### config.mk
export PLATFORM = sky130hd
export DESIGN_NAME = cp_remove_stream
export DESIGN_NICKNAME = d
export VERILOG_FILES = /design/src/rtl/ofdm_pkg.sv /design/src/rtl/stream_out_reg.sv /design/src/rtl/cp_remove_stream.sv
export SDC_FILE = /design/constraint.sdc
export NUM_CORES = 1
export LEC_CHECK = 0
export ABC_CLOCK_PERIOD_IN_PS = 6200
export BUFFER_PORTS_ARGS = -buffer_cell sky130_fd_sc_hd__buf_2
export CORE_MARGIN = 3
export CORE_UTILIZATION = 55
export DETAILED_ROUTE_END_ITERATION = 8
export PLACE_DENSITY = 0.83
export SYNTH_ARGS = -nofsm -noshare
export SYNTH_HDL_FRONTEND = slang
export SYNTH_SLANG_ARGS = --single-unit
### constraint.sdc
create_clock -name clk -period 6.2 [get_ports clk]
set_input_delay 0 -clock clk [delete_from_list [all_inputs] [get_ports clk]]
set_output_delay 0 -clock clk [all_outputs]
set_load 0.005 [all_outputs]
### src/rtl/ofdm_pkg.sv
// Shared types and default constants for the OFDM receive-path streaming blocks.
//   cplx_t  : packed complex sample {i, q} at the default sample width
//   state_t : symbol-framing states used by the CP remover
package ofdm_pkg;

  localparam int N_FFT_DEF  = 16;
  localparam int CP_MAX_DEF = 4;
  localparam int DATA_W_DEF = 8;

  typedef struct packed {
    logic signed [DATA_W_DEF-1:0] i;
    logic signed [DATA_W_DEF-1:0] q;
  } cplx_t;

  typedef enum logic [1:0] {
    WAIT_SOF = 2'd0,
    SKIP     = 2'd1,
    PASS     = 2'd2
  } state_t;

endpackage

### src/rtl/stream_out_reg.sv
// Single-stage valid/ready output register carrying one complex sample plus
// first/last framing. Data is held stable while out_valid && !out_ready.
// Ports:
//   clk, rst          : clock, asynchronous active-high reset
//   in_valid/in_ready : upstream handshake (in_ready = !out_valid || out_ready)
//   in_i, in_q        : sample to register
//   in_first, in_last : framing flags travelling with the sample
//   out_*             : registered sample, flags and downstream handshake
module stream_out_reg #(
  parameter int DATA_W = 8
) (
  input  logic                     clk,
  input  logic                     rst,
  input  logic                     in_valid,
  output logic                     in_ready,
  input  logic signed [DATA_W-1:0] in_i,
  input  logic signed [DATA_W-1:0] in_q,
  input  logic                     in_first,
  input  logic                     in_last,
  output logic                     out_valid,
  input  logic                     out_ready,
  output logic signed [DATA_W-1:0] out_i,
  output logic signed [DATA_W-1:0] out_q,
  output logic                     out_first,
  output logic                     out_last
);

  logic                     vld_p1;
  logic signed [DATA_W-1:0] i_p1;
  logic signed [DATA_W-1:0] q_p1;
  logic                     first_p1;
  logic                     last_p1;

  assign in_ready = !vld_p1 || out_ready;

  // Stage p0 -> p1: capture on handshake, empty when drained with nothing new
  always_ff @(posedge clk or posedge rst) begin
    if (rst) begin
      vld_p1   <= 1'b0;
      i_p1     <= '0;
      q_p1     <= '0;
      first_p1 <= 1'b0;
      last_p1  <= 1'b0;
    end else if (in_ready) begin
      vld_p1 <= in_valid;
      if (in_valid) begin
        i_p1     <= in_i;
        q_p1     <= in_q;
        first_p1 <= in_first;
        last_p1  <= in_last;
      end else begin
        first_p1 <= 1'b0;
        last_p1  <= 1'b0;
      end
    end
  end

  assign out_valid = vld_p1;
  assign out_i     = i_p1;
  assign out_q     = q_p1;
  assign out_first = first_p1;
  assign out_last  = last_p1;

endmodule

### src/rtl/cp_remove_stream.sv
// Streaming cyclic-prefix remover. Drops the first cp_len samples of each
// symbol and forwards the following N_FFT samples with first/last framing.
// Ports:
//   clk, rst            : clock, asynchronous active-high reset
//   cp_len              : CP length, latched (clamped to CP_MAX) at symbol start
//   in_valid/in_ready   : input handshake; in_sof marks the first CP sample
//   in_i, in_q          : input complex sample
//   out_valid/out_ready : output handshake toward the FFT
//   out_i, out_q        : forwarded sample; out_first/out_last frame the symbol
//   sync_err            : one-cycle pulse when in_sof arrives mid-symbol
//   sym_cnt             : wrapping count of complete symbols emitted
module cp_remove_stream
  import ofdm_pkg::*;
#(
  parameter int DATA_W = DATA_W_DEF,
  parameter int N_FFT  = N_FFT_DEF,
  parameter int CP_MAX = CP_MAX_DEF,
  parameter int CNT_W  = 16
) (
  input  logic                         clk,
  input  logic                         rst,
  input  logic [$clog2(CP_MAX+1)-1:0]  cp_len,
  input  logic                         in_valid,
  output logic                         in_ready,
  input  logic                         in_sof,
  input  logic signed [DATA_W-1:0]     in_i,
  input  logic signed [DATA_W-1:0]     in_q,
  output logic                         out_valid,
  input  logic                         out_ready,
  output logic signed [DATA_W-1:0]     out_i,
  output logic signed [DATA_W-1:0]     out_q,
  output logic                         out_first,
  output logic                         out_last,
  output logic                         sync_err,
  output logic [CNT_W-1:0]             sym_cnt
);

  localparam int CPL_W  = $clog2(CP_MAX+1);
  localparam int DCNT_W = $clog2(N_FFT);

  function automatic logic [CPL_W-1:0] clamp_cp(input logic [CPL_W-1:0] len);
    return (len > CPL_W'(CP_MAX)) ? CPL_W'(CP_MAX) : len;
  endfunction

  state_t              state_q, state_d;
  logic [CPL_W-1:0]    skip_cnt_q, skip_cnt_d;
  logic [CPL_W-1:0]    cpl_q, cpl_d;
  logic [DCNT_W-1:0]   data_cnt_q, data_cnt_d;
  logic [CNT_W-1:0]    sym_cnt_q, sym_cnt_d;
  logic                sync_err_q, sync_err_d;

  logic [CPL_W-1:0]    cpl_new;
  logic [CPL_W-1:0]    skip_inc;
  logic                start_slot;
  logic                start_req;
  logic                fwd_req;
  logic                acc;
  logic                push;
  logic                push_ready;
  logic                push_first;
  logic                push_last;
  logic                err;

  assign cpl_new  = clamp_cp(cp_len);
  assign skip_inc = skip_cnt_q + 1'b1;

  // SKIP with skip_cnt = 0 marks "symbol start pending" after a full PASS:
  // the next sample starts a symbol whether or not it carries in_sof.
  assign start_slot = (state_q == SKIP) && (skip_cnt_q == '0);
  assign start_req  = (state_q == WAIT_SOF) ? in_sof : (in_sof || start_slot);

  // A sample is forwarded in PASS, or when it starts a symbol with zero CP.
  assign fwd_req    = start_req ? (cpl_new == '0) : (state_q == PASS);

  // Only samples headed for the output register can be back-pressured;
  // dropped samples are always accepted.
  assign in_ready   = fwd_req ? push_ready : 1'b1;
  assign acc        = in_valid && in_ready;
  assign push       = acc && fwd_req;
  assign push_first = start_req || (data_cnt_q == '0);
  assign push_last  = !start_req && (state_q == PASS) &&
                      (data_cnt_q == DCNT_W'(N_FFT-1));

  // in_sof on the would-be useful sample 0 (PASS, data_cnt = 0) or on the
  // pending-start slot is a clean symbol start, not an error.
  assign err = acc && in_sof &&
               (((state_q == SKIP) && (skip_cnt_q != '0)) ||
                ((state_q == PASS) && (data_cnt_q != '0)));

  always_comb begin
    state_d    = state_q;
    skip_cnt_d = skip_cnt_q;
    cpl_d      = cpl_q;
    data_cnt_d = data_cnt_q;
    sym_cnt_d  = sym_cnt_q;
    sync_err_d = err;
    if (acc) begin
      if (start_req) begin
        cpl_d      = cpl_new;
        skip_cnt_d = '0;
        data_cnt_d = '0;
        if (cpl_new == '0) begin
          state_d    = PASS;
          data_cnt_d = DCNT_W'(1);
        end else if (cpl_new == CPL_W'(1)) begin
          state_d = PASS;
        end else begin
          state_d    = SKIP;
          skip_cnt_d = CPL_W'(1);
        end
      end else begin
        case (state_q)
          SKIP: begin
            if (skip_inc == cpl_q) begin
              state_d    = PASS;
              skip_cnt_d = '0;
              data_cnt_d = '0;
            end else begin
              skip_cnt_d = skip_inc;
            end
          end
          PASS: begin
            if (push_last) begin
              state_d    = SKIP;
              skip_cnt_d = '0;
              data_cnt_d = '0;
              sym_cnt_d  = sym_cnt_q + 1'b1;
            end else begin
              data_cnt_d = data_cnt_q + 1'b1;
            end
          end
          default: ;
        endcase
      end
    end
  end

  // Control state boundary
  always_ff @(posedge clk or posedge rst) begin
    if (rst) begin
      state_q    <= WAIT_SOF;
      skip_cnt_q <= '0;
      cpl_q      <= '0;
      data_cnt_q <= '0;
      sym_cnt_q  <= '0;
      sync_err_q <= 1'b0;
    end else begin
      state_q    <= state_d;
      skip_cnt_q <= skip_cnt_d;
      cpl_q      <= cpl_d;
      data_cnt_q <= data_cnt_d;
      sym_cnt_q  <= sym_cnt_d;
      sync_err_q <= sync_err_d;
    end
  end

  assign sync_err = sync_err_q;
  assign sym_cnt  = sym_cnt_q;

  stream_out_reg #(
    .DATA_W (DATA_W)
  ) u_out_reg (
    .clk       (clk),
    .rst       (rst),
    .in_valid  (push),
    .in_ready  (push_ready),
    .in_i      (in_i),
    .in_q      (in_q),
    .in_first  (push_first),
    .in_last   (push_last),
    .out_valid (out_valid),
    .out_ready (out_ready),
    .out_i     (out_i),
    .out_q     (out_q),
    .out_first (out_first),
    .out_last  (out_last)
  );

endmodule

======== Word-level counts from Yosys, hierarchy flattened ========
Index checks and enable logic that the tools add are counted.
Widths: inputs -> output; s select.
cells by class
  muxes and demuxes ....................... 23
  bitwise gates (word level) .............. 1
  equal/unequal tests ..................... 7
  add/sub/neg operators ................... 3
  order comparisons ....................... 1
  reductions and logical operators ........ 28
operator list
  operator               count
  $add 16x1->16 const B  1
  $mux 3                 4
  $mux 4                 3
  $mux 2                 5
  $logic_and 1x1->1      9
  $mux 1                 8
  $pmux 4 s2             1
  $reduce_and 4->1       2
  $logic_not 3->1        2
  $ne 3x2->1 const B     2
  $pmux 3 s2             1
  $reduce_and 3->1       2
  $reduce_bool 3->1      2
  $add 4x1->4 const B    1
  $eq 4x4->1 const B     1
  $logic_not 4->1        1
  $logic_or 1x1->1       4
  $pmux 2 s2             1
  $reduce_and 2->1       2
  $reduce_bool 4->1      1
  $add 3x1->3 const B    1
  $eq 3x1->1 const B     1
  $eq 3x3->1             1
  $gt 3x3->1 const B     1
  other kinds (5)        6
storage, ports and cells
  word-level logic and storage cells ...... 74
  output and inout bits ................... 37
  register bits ........................... 48
  input port bits ......................... 24

======== Depth between registers and ports, before layout ========
  word-level depth ........................ 10
  gate-level depth with buffers ........... 8
  mapped depth without buffers ............ 7

======== Cells and area by module ========
A second synthesis with hierarchy kept.
second synthesis, totals
  cell total of the unflattened synthesis .. 197
  area total of the unflattened synthesis .. 2369.8 sq um
modules (own cells, without submodules)
  module            cells each  seq. area each (sq um)  instances  area an instance (sq um)
  cp_remove_stream  150         725.7                   1          1589.0
  stream_out_reg    47          475.5                   1          780.7

======== Worst setup path after synthesis ========
No wires, ideal clock.
  kind .................................... register -> register
  from .................................... reg skip_cnt_q[0]
  to ...................................... reg u_out_reg.i_p1[0] (netlist: u_out_reg.out_i[0])
  period minus slack after synthesis ...... 2084 ps
  setup slack ............................. 4116 ps
  data required time ...................... 6073 ps
  setup time .............................. 127 ps
  arrival ................................. 1956 ps
  buffers on the path ..................... 2
  stages on the path, launching flop included .. 9
  cells stage by stage .................... dfrtp_1 > inv_1 > ha_1 > nor4bb_2 > a211o_1 > and3_1 > buf_4 > buf_6 > mux2_1
on the way
  cells in the longest elaborated chain, start to end .. 9
ends and longest elaborated chain
  element                              line                     text
  start: declaration                   cp_remove_stream.sv:46   logic [CPL_W-1:0] skip_cnt_q, skip_cnt_d;
  start signal: assignment             cp_remove_stream.sv:149  skip_cnt_q <= skip_cnt_d;
  $logic_not 3->1 *                    cp_remove_stream.sv:69   assign start_slot = (state_q == SKIP) && (skip_cnt_q == '0);
  $logic_and 1x1->1 *                  cp_remove_stream.sv:69
  $logic_or 1x1->1 *                   cp_remove_stream.sv:70   assign start_req = (state_q == WAIT_SOF) ? in_sof : (in_sof || start_slot);
  $mux 1 *                             cp_remove_stream.sv:70
  $mux 1 *                             cp_remove_stream.sv:73   assign fwd_req = start_req ? (cpl_new == '0) : (state_q == PASS);
  $mux 1                               cp_remove_stream.sv:77   assign in_ready = fwd_req ? push_ready : 1'b1;
  $logic_and 1x1->1                    cp_remove_stream.sv:78   assign acc = in_valid && in_ready;
  $logic_and 1x1->1 *                  cp_remove_stream.sv:79   assign push = acc && fwd_req;
  $reduce_and 2->1 (no source line) *  --
  end signal: assignment               stream_out_reg.sv:47     i_p1 <= in_i;
  end: declaration                     stream_out_reg.sv:29     logic signed [DATA_W-1:0] i_p1;
Every way passes the cells marked *; elsewhere a longest branch is shown, timed or not.
A chain may end at the register's enable or synchronous reset.

======== Final worst setup path ========
  from .................................... reg skip_cnt_q[0]
  to ...................................... reg u_out_reg.q_p1[4] (netlist: u_out_reg.out_q[4])
on the way
  cells in the longest elaborated chain, start to end .. 9
ends and longest elaborated chain
  element                              line                    text
  $logic_not 3->1 *                    cp_remove_stream.sv:69
  $logic_and 1x1->1 *                  cp_remove_stream.sv:69
  $logic_or 1x1->1 *                   cp_remove_stream.sv:70
  $mux 1 *                             cp_remove_stream.sv:70
  $mux 1 *                             cp_remove_stream.sv:73
  $mux 1                               cp_remove_stream.sv:77
  $logic_and 1x1->1                    cp_remove_stream.sv:78
  $logic_and 1x1->1 *                  cp_remove_stream.sv:79
  $reduce_and 2->1 (no source line) *  --
  end signal: assignment               stream_out_reg.sv:48    q_p1 <= in_q;
  end: declaration                     stream_out_reg.sv:30    logic signed [DATA_W-1:0] q_p1;
Marks and branches as above.

==> impl_metrics.ini <==
[routing]
drtAntennaViolNets = 0
routed_wl_mm = 5.28
avgRoutedWirePerCell_um = 16.0
dr.first_iter.drc_count = 106
via_count = 1798
viasPerCell = 5.43
dr.pass1.iters = 4
drc_errors = 0

[setup_path]
worstPathRequired_ns = 6.38
path_max_fanout = 18
cp-end-kind = register
slowest_stage = and3_1
cp-start-kind = register
reg2regPathDepth = 6
cp_data_arrival_time_ns = 2.75
path_cells = inv_1 > ha_1 > nor4bb_2 > a211o_1 > and3_1 > mux2_1
rrSetupSlack_ns = 3.63
criticalPathCategory = register to register
cpPeakStageDelay_ns = 0.70

[synthesis]
yosysTopAreaCell = dfrtp_1
synth_nets = 228
synthXorXnorAreaFrac_pct = 7.61
synth_top_family_by_area = simple AND/OR/NAND/NOR gates
synth_area_um2 = 2300
synth_fa_ha_area_share_pct = 2.72
synth_mux_area_share_pct = 9.18
synth.distinct_cells = 47
synth_top_flop_cell = dfrtp_1
synth_seq_cells = 48
synth_top_area_share_pct = 52.2
synth-async-reset-ratio_pct = 100
synth_warnings = 0
synth_cells = 199
ys_top_cells_by_area = dfrtp_1, mux2_1, xnor2_1, nand2_1, ha_1
yosysSeqAreaShare_pct = 52.2
synth-simple-area-share_pct = 17.8
syn_avg_cell_area_um2 = 11.6
synth_edf_count = 0
synth_compound_area_share_pct = 7.50

[status]
status = completed

[sta]
rsz0062_at_grt = false
finalHoldViolations = 0
worstMarginPinSlew_ns = 0.977
finalSetupViolations = 0
maxSlewHeadroom_pct = 34.7
drv_slew = 0
finalCritPeriodShare_pct = 41.5
min_period_ns = 2.57
max_freq_mhz = 389
setup_tns_ns = 0
clock_skew_ns = 0.00922

[power_and_ir_drop]
power_frac_seq_pct = 47.2
peakVddDrop_mv = 0.268
p_int_uw = 640
power_frac_clock_pct = 20.8
combPwrFrac_pct = 32.0
p_per_area_nw_per_um2 = 325
leakage_nw = 1.44
total_power_uw = 955
p_switching_uw = 314
p_sw_share_pct = 32.9

[layout]
final_cells = 331
antenna_cells = 0
fillers = 237
drive_above_1_share_pct = 28.6
nets = 311
final_util_pct = 76.1
regArea_um2 = 1200
design_area_um2 = 2930
multi_input_area_um2 = 1030
area_growth_pct = 27.4

[clocking]
cts_tree = built
cts.htree.levels = 2
numCtsBuffers = 5
insertion_delay_ns = 0.31
clkTransAtPathRegs_ns = 0.09
cts.sinks = 48
root_buffer = clkbuf_8
clockBufferDepth = 2

[floorplanning]
die_w_um = 70.7
die_h_um = 70.7
core_area_um2 = 3850
rows = 22
io-pin-count = 61
die-area_um2 = 5000
start_util_pct = 59.7

[place]
place_inst = 303
dpl.hpwl_mm = 3.33
routabilityCongestion = 0.844
place_area_um2 = 2640
portBuffers = 60

[min_path]
min-delay-path-class = input port to register
worstHoldPathCells = 2

[job]
drv_cap = 0

[global_route]
grt_max_degree = 49
grt_usage_pct = 22.0
antenna_found_initial = 0
grt_overflow = 0
grt_pass1_vias = 1762
grt_pass1_wl_mm = 8.57
[cells in the mapped netlist, drive strengths merged (2+ instances only)]
cell and instances:
nor2 6, and3 6, nor3 6, buf 2
a21oi 4, inv 11, nand2b 3, nand3 8
nor2b 2, mux2 17, clkbuf 2, nor3b 4
o21ai 8, xnor2 14, xor2 6, nor4 2
nand2 19, or2 3, mux2i 2, dfrtp 48
o21a 2, nand4 2, a22o 2, ha 5
[kinds of logic (layout without fill, tap and decap cells)]
| kind of cell | Yosys count | after routing |
|---|---|---|
| flops | 48 | 48 |
| fa+ha+maj | 5 | 5 |
| mux | 19 | 19 |
| buf+inv | 15 | 99 |
| simple gates | 66 | 66 |
| compound gates | 26 | 26 |
| xor+xnor | 20 | 20 |
[path summary, 6_finish.rpt]
kind | startpoint | end
worst max-delay path | skip_cnt_q[0] | u_out_reg.out_q[4]
worst min-delay path | in_sof | sync_err
worst max register to register | skip_cnt_q[0] | u_out_reg.out_q[4]
worst min register to register | sym_cnt[15] | sym_cnt[15]
max in group asynchronous | rst | sym_cnt[1]
min in group asynchronous | rst | sym_cnt[5]
[per-layer routing]
layer / vias up / global-route usage [%] / wire [um]
li1: 864 / - / -
met1: 869 / 27.9 / 2280
met2: 55 / 36.6 / 2600
met3: 10 / 5.26 / 290
met4: 0 / 8.35 / 120
met5: - / 0 / 0
[through the flow]
stage                     setup slack (ns)  hold slack [ns]
after global placement                3.76            0.215
final                                 3.63           0.0348
after global routing                  3.44           0.0398
after floorplan                       4.12            0.135
after CTS                             3.65           0.0233
after detailed placement              3.66            0.226
[cell type report]
cell class                      count  area share [%]
Sequential cell                    48            41.0
Multi-Input combinational cell    136            35.2
Timing Repair Buffer               80            17.1
Clock buffer                        6            2.82
Tap cell                           48            2.05
Inverter                           11            1.41
Clock inverter                      2           0.512
[power groups by stage]
stage                     Clock, mW  Sequential (mW)  Combinational [mW]
after floorplan                   0            0.451               0.186
after global placement            0            0.449               0.281
after detailed placement          0            0.454               0.291
after CTS                     0.202            0.448               0.301
after global routing          0.213            0.461               0.338
final                         0.199            0.450               0.306
[registers in the layout, summed over array words and instances, names as in the netlist]
name	flops
sym_cnt	16
u_out_reg.out_q	8
cpl_q	3
skip_cnt_q	3
state_q	2
u_out_reg.out_first	1
data_cnt_q	4
u_out_reg.out_last	1
u_out_reg.out_valid	1
u_out_reg.out_i	8
sync_err	1
[critical path, delay by kind of cell (launching register included)]
kind	cells	cell delay [ns]
AO/OA/AOI/OAI	1	0.23
adder cells (fa/ha/maj)	1	0.16
buffers and inverters	1	0.10
flip-flops	1	0.41
multiplexers	1	0.42
AND/OR/NAND/NOR	2	1.13
[cell usage in the layout, fill, tap and decap left out, types with 5 or more instances in the layout]
cell type and instances:
xnor2_1 14, clkbuf_8 6, and3_1 6, dfrtp_1 48, mux2_1 16, xor2_1 6
dlygate4sd3_1 20, ha_1 5, nand2_1 19, nor2_1 6, inv_1 10, buf_2 60
o21ai_0 8, nand3_1 7
[what timing repair did]
action / in CTS / in global routing
hold endpoints to repair: 67 / 0
hold buffers: 20 / 0
resized for setup: 0 / 0
setup buffers: 0 / 0
No activity file was read; power rests on OpenSTA's default activity.
